[config.mk]
export PLATFORM = sky130hd
export DESIGN_NAME = uart_tx_arb
export DESIGN_NICKNAME = d
export VERILOG_FILES = /design/src/rtl/uart_tx_arb.sv
export SDC_FILE = /design/constraint.sdc
export NUM_CORES = 1
export LEC_CHECK = 0
export CAP_MARGIN = 20
export CELL_PAD_IN_SITES_DETAIL_PLACEMENT = 1
export CELL_PAD_IN_SITES_GLOBAL_PLACEMENT = 1
export CORE_UTILIZATION = 37
export DETAILED_ROUTE_END_ITERATION = 6
export GPL_TIMING_DRIVEN = 0
export PLACE_DENSITY = 0.79
export REMOVE_ABC_BUFFERS = 1
export SYNTH_ARGS = -nofsm -noshare
export SYNTH_HDL_FRONTEND = slang
export SYNTH_SLANG_ARGS = --single-unit
export TNS_END_PERCENT = 5
[constraint.sdc]
create_clock -name clk -period 2.1 [get_ports clk]
set_input_delay 0.42 -clock clk [delete_from_list [all_inputs] [get_ports clk]]
set_output_delay 0.42 -clock clk [all_outputs]
set_load 0.05 [all_outputs]
[src/rtl/uart_tx_arb.sv]
// Two-port round-robin arbiter/sequencer feeding a single uart_byte_tx.
// One byte per grant: accept, pulse send_en, wait for tx_done, then an optional idle gap.
module uart_tx_arb #(
  parameter int GAP_W = 16,
  parameter int CNT_W = 16
) (
  input  logic             clk,
  input  logic             rst_n,
  input  logic             req0_valid,
  input  logic [7:0]       req0_data,
  output logic             req0_ready,
  input  logic             req1_valid,
  input  logic [7:0]       req1_data,
  output logic             req1_ready,
  input  logic [2:0]       baud_cfg,
  input  logic [GAP_W-1:0] gap_cycles,
  output logic [7:0]       data_byte,
  output logic             send_en,
  output logic [2:0]       baud_set,
  input  logic             tx_done,
  input  logic             uart_state,
  output logic             busy,
  output logic             grant_id,
  output logic [CNT_W-1:0] sent_cnt0,
  output logic [CNT_W-1:0] sent_cnt1
);

  typedef enum logic [1:0] {
    IDLE,
    START,
    WAIT_DONE,
    GAP
  } state_t;

  state_t           state, state_nx;
  logic             last;
  logic             sel;
  logic             accept;
  logic [GAP_W-1:0] gap_cnt;

  always_comb begin
    sel        = 1'b0;
    accept     = 1'b0;
    req0_ready = 1'b0;
    req1_ready = 1'b0;
    state_nx   = state;

    // Both valid: the port that did not win last time gets the grant.
    if (req0_valid && req1_valid) sel = ~last;
    else                          sel = req1_valid;

    accept     = (state == IDLE) && !uart_state && (req0_valid || req1_valid);
    req0_ready = accept && !sel;
    req1_ready = accept && sel;

    send_en = (state == START);
    busy    = (state != IDLE);

    case (state)
      IDLE:      if (accept) state_nx = START;
      START:     state_nx = WAIT_DONE;
      WAIT_DONE: if (tx_done) state_nx = (gap_cycles != '0) ? GAP : IDLE;
      GAP:       if (gap_cnt <= GAP_W'(1)) state_nx = IDLE;
      default:   state_nx = IDLE;
    endcase
  end

  always_ff @(posedge clk or negedge rst_n) begin
    if (!rst_n) state <= IDLE;
    else        state <= state_nx;
  end

  always_ff @(posedge clk or negedge rst_n) begin
    if (!rst_n) begin
      data_byte <= '0;
      baud_set  <= '0;
      grant_id  <= 1'b0;
      last      <= 1'b1;
      gap_cnt   <= '0;
      sent_cnt0 <= '0;
      sent_cnt1 <= '0;
    end else begin
      case (state)
        IDLE: if (accept) begin
          data_byte <= sel ? req1_data : req0_data;
          baud_set  <= baud_cfg;
          grant_id  <= sel;
          last      <= sel;
        end
        WAIT_DONE: if (tx_done) begin
          gap_cnt <= gap_cycles;
          if (grant_id) sent_cnt1 <= sent_cnt1 + CNT_W'(1);
          else          sent_cnt0 <= sent_cnt0 + CNT_W'(1);
        end
        GAP:     gap_cnt <= gap_cnt - GAP_W'(1);
        default: ;
      endcase
    end
  end

endmodule

-- Word-level counts from Yosys, hierarchy flattened
Cells that the tools add are included.
Widths: inputs -> output; s select.
- shifts and indexed selects: 0
- add/subtract/negate cells: 3
- order comparisons: 1
- bitwise logic cells: 2
- divide/modulo/power cells: 0
- multiplexer cells: 9
- eq/ne operators: 6
- reductions and logical operators: 17
- $mul: 0
- operators with widths (cell ; number):
    $add 16x1->16 const B ; 2
    $pmux 16 s2 ; 1
    $le 16x1->1 const B ; 1
    $mux 16 ; 1
    $reduce_bool 16->1 ; 1
    $sub 16x1->16 const B ; 1
    $reduce_and 3->1 ; 3
    $mux 2 ; 4
    $mux 8 ; 1
    $pmux 2 s4 ; 1
    $ne 2x2->1 const B ; 3
    $logic_and 1x1->1 ; 5
    $eq 2x2->1 const B ; 2
    $reduce_and 2->1 ; 2
    $reduce_bool 2->1 ; 2
    $eq 2x1->1 const B ; 1
    $logic_not 1->1 ; 2
    $logic_not 2->1 ; 1
    $not 1->1 ; 2
    $logic_or 1x1->1 ; 1
    $mux 1 ; 1
- ROM bits: 0
- output and inout bits: 48
- RAM bits: 0
- latch bits: 0
- bits in registers: 63
- memories kept: 0
- input bits: 41

-- Longest topological paths before layout
- word-level depth: 5
- gate-level depth with buffers: 6
- gate-level depth less buffers: 6

-- Least setup slack after synthesis
Ideal clock, no wire load.
- kind: register to register
- from: register sent_cnt0[4]
- to: register sent_cnt0[13]
- cell stages (with the launch flop): 5
- period minus slack after synthesis: 1.844 ns
- arrival time: 1.703 ns
- setup slack: 0.256 ns
- path buffers: 0
- library setup time: 0.141 ns
- cell sequence: dfrtp_1 > nand4_1 > nor4_2 > nand4_1 > xnor2_1
- cells in the longest elaborated chain, start to end: 1
- ends and longest elaborated chain (item ; line ; RTL):
    from (decl) ; 24 ; output logic [CNT_W-1:0] sent_cnt0,
    from (signal assigned) ; 93 ; else sent_cnt0 <= sent_cnt0 + CNT_W'(1);
    $add 16x1->16 ; 93 ;
Every way passes these cells.
A chain may end at the register's enable or synchronous reset.

-- Worst setup path after layout
- from: register state[1]
- to: output port req0_ready
- cells in the longest elaborated chain, start to end: 4
- ends and longest elaborated chain (item ; line ; RTL):
    from (decl) ; 35 ; state_t state, state_nx;
    from (signal assigned) ; 70 ; else state <= state_nx;
    $logic_not 2->1 ; 52 ; accept = (state == IDLE) && !uart_state && (req0_valid || req1_valid);
    $logic_and 1x1->1 (2 in a row) ; 52 ;
    $logic_and 1x1->1 ; 53 ; req0_ready = accept && !sel;
    to (decl) ; 11 ; output logic req0_ready,
Every way passes these cells.

==> run metrics <==
Clock Path Buffers=2; Slowest Stage Delay on Critical Path=0.53 ns; Syn-to-layout area delta=40.8%; total wire length=8030 um; Synth warnings=0; Worst setup endpoint=req0_ready; FF+latch count, synth=63; CP Capture Type=output pin; cells on worst reg2reg path=6; final hold slack=0.168 ns; Final WS setup=0.0483 ns; leading cell type in the layout, fill and taps excluded=clkdlybuf4s50_1; Worst Skew=between 0.007 and 0.008 ns; most frequent cells in the layout=clkdlybuf4s50_1, dfrtp_1, nand2_1, xnor2_1, nor2_1; Worst Path Arrival=between 1.5 and 2 ns; Cell variety after synth=53; wire per inst=16.8 um; routed vias=2578; Fin. Hold Viols=0; Die ar.=8700 um2; root buf cell=clkbuf_8; worst slack, placed=-0.856 ns; Clk pin slew, worst setup/hold paths=0.08 ns; initial DRC count=98; utilization after layout=55.0%; Hold Path Class=input port to async pin; worst path buffer plus inverter count=1; CTS H-Tree Depth=3; Port Buffers=between 80 and 90; CP Depth=4; clock latency at the later pin of the worst-skew pair=0.35 ns; vias in the first global route=roughly 2800; Main synth FF type=dfrtp_1; critical path peak fanout=12; Core ar.=7890 um2; f_max=around 0.49 GHz; Startpoint Class=register; status=complete, no violations; hold_buf cts=0; Worst R2R Setup Slack=0.30 ns; largest net degree at the start of global routing=64; Async S/R FF share, synth=100%; max-slew violations=0; antenna viol nets, final=0; Setup crit start=state[1]$_DFFE_PN0P_; # setup viols final=0; all-layer global routing usage=20.5%; Boundary Pins=89; Final Cycle Share=a little over nine tenths; DR DRC count=0; Slew headroom=46.7%; chip height=93.3 um; RSZ-0062 raised after global routing=yes; starting density of the core=approximately two fifths; total gr overflow=0; Chip Width=93.3 um; crit-path leading delay family=flip-flops; Avg Cell Area, Syn=11.1 um2; CTS buffer count=9; post-synthesis sequential area ratio=51.2%; Mapped Area=3080 um2; max_cap viols=0; power per standard cell area=718 nW/um2; Pwr Total=3.12 mW; Clock Sinks=63; via density per instance=5.39; critical-path cell list=nor3_4 > o21ai_2 > a21oi_4 > buf_4; leakage=~2.0 nW; Ant. Diodes=0; Worst R2R End=gap_cnt[14]$_DFFE_PN0P_; Post-synth EDFFs=0; row count=32; first-pass GRT wire length=between 10000 and 15000 um; share of cells above drive strength 1=12.0%; crit path kind=register to output pin; Worst-Margin Slew=0.800 ns; VDD IR max=0.372 mV; nets=416; Slowest cell on crit path=dfrtp_2; CP required=1.68 ns; reg-to-reg startpoint=gap_cnt[0]$_DFFE_PN0P_; final worst path period need=between 2 and 2.5 ns; hpwl dp=roughly 5700 um; Synth Instances=~280; initial antenna violation count=0; Final GP Congestion=0.805; CTS tree=built; DR pass1 iterations=4
[cells by family after synthesis]
| group | count (synthesis) | share of synthesized area (%) |
|---|---|---|
| mux | 6 | 2.15 |
| fa+ha+maj | 4 | 1.62 |
| simple gates | 111 | 21.6 |
| buf+inv | 14 | 2.48 |
| compound gates | 49 | 12.2 |
| flops | 63 | 51.2 |
| xor+xnor | 31 | 8.81 |
[final cells by class]
| type | count | area (um2) |
|---|---|---|
| Sequential cell | 63 | 1580 |
| Tap cell | 102 | 128 |
| Fill cell | 866 | 3550 |
| Timing Repair Buffer | 90 | 906 |
| Multi-Input combinational cell | 201 | 1470 |
| Clock inverter | 6 | 92.6 |
| Clock buffer | 10 | 138 |
| Inverter | 6 | 22.5 |
[how the worst min path moves through the flow]
stage / to
final: sent_cnt1[8]$_DFFE_PN0P_
after global routing: sent_cnt1[10]$_DFFE_PN0P_
after CTS: sent_cnt1[10]$_DFFE_PN0P_
after detailed placement: sent_cnt1[15]$_DFFE_PN0P_
after global placement: sent_cnt0[15]$_DFFE_PN0P_
after floorplan: baud_set[0]$_DFFE_PN0P_
[what timing repair did]
item | in CTS | in global routing
endpoints found under the setup margin | 5 | 10
resized for setup | 22 | 10
pin swaps | 0 | 1
setup buffers | 1 | 0
[worst register-to-register path: cells and delay by family (launching register included)]
kind                       cells  cell delay, ns
and+or+nand+nor                3            0.83
DFF                            1            0.42
adders and majority gates      1            0.22
AOI/OAI and AO/OA              1            0.14
buffers and inverters          1            0.12
[report_power, final]
part | switching [mW] | total (mW) | internal, mW
combinational | 0.255 | 0.463 | 0.208
clock | 0.521 | 1.23 | 0.707
sequential | 0.112 | 1.43 | 1.31
[stage by stage]
stage                     area, um2  instances  setup TNS (ns)
after floorplan                3030        270         -0.0389
after global placement         4040        460         -106.93
after detailed placement       4050        461           -3.45
after CTS                      4300        478               0
after global routing           4340        478         -0.0318
final                          4340        478               0
[Yosys cell counts, types with 4 or more instances]
| cell type | count | area share [%] |
|---|---|---|
| dfrtp_1 | 62 | 50 |
| nand2_1 | 25 | 3.0 |
| xnor2_1 | 25 | 7.1 |
| nor2_1 | 16 | 1.9 |
| nand3_1 | 13 | 2.1 |
| a21o_1 | 10 | 2.4 |
| nor3_1 | 9 | 1.5 |
| a22o_1 | 8 | 2.3 |
| nand4_1 | 8 | 1.6 |
| nor4_1 | 7 | 1.4 |
| and4_1 | 6 | 1.7 |
| inv_1 | 6 | 0.73 |
| xor2_1 | 6 | 1.7 |
| mux2_2 | 5 | 1.8 |
| clkbuf_1 | 4 | 0.49 |
| ha_1 | 4 | 1.6 |
| o211ai_1 | 4 | 0.97 |
| o21ai_0 | 4 | 0.65 |
[flip-flops by register name, summed over array words and instances, names as in the netlist]
signal	flops
baud_set	3
sent_cnt0	16
sent_cnt1	16
data_byte	8
gap_cnt	16
last	1
state	2
grant_id	1
[layer usage]
metal / vias up / routed length (um) / GRT usage (%)
li1: 1211 / - / -
met1: 1287 / 3380 / 24.5
met2: 66 / 4140 / 35.0
met3: 14 / 365 / 5.37
met4: 0 / 144 / 8.33
met5: - / 0 / 0
(Power assumes the default switching activity.)
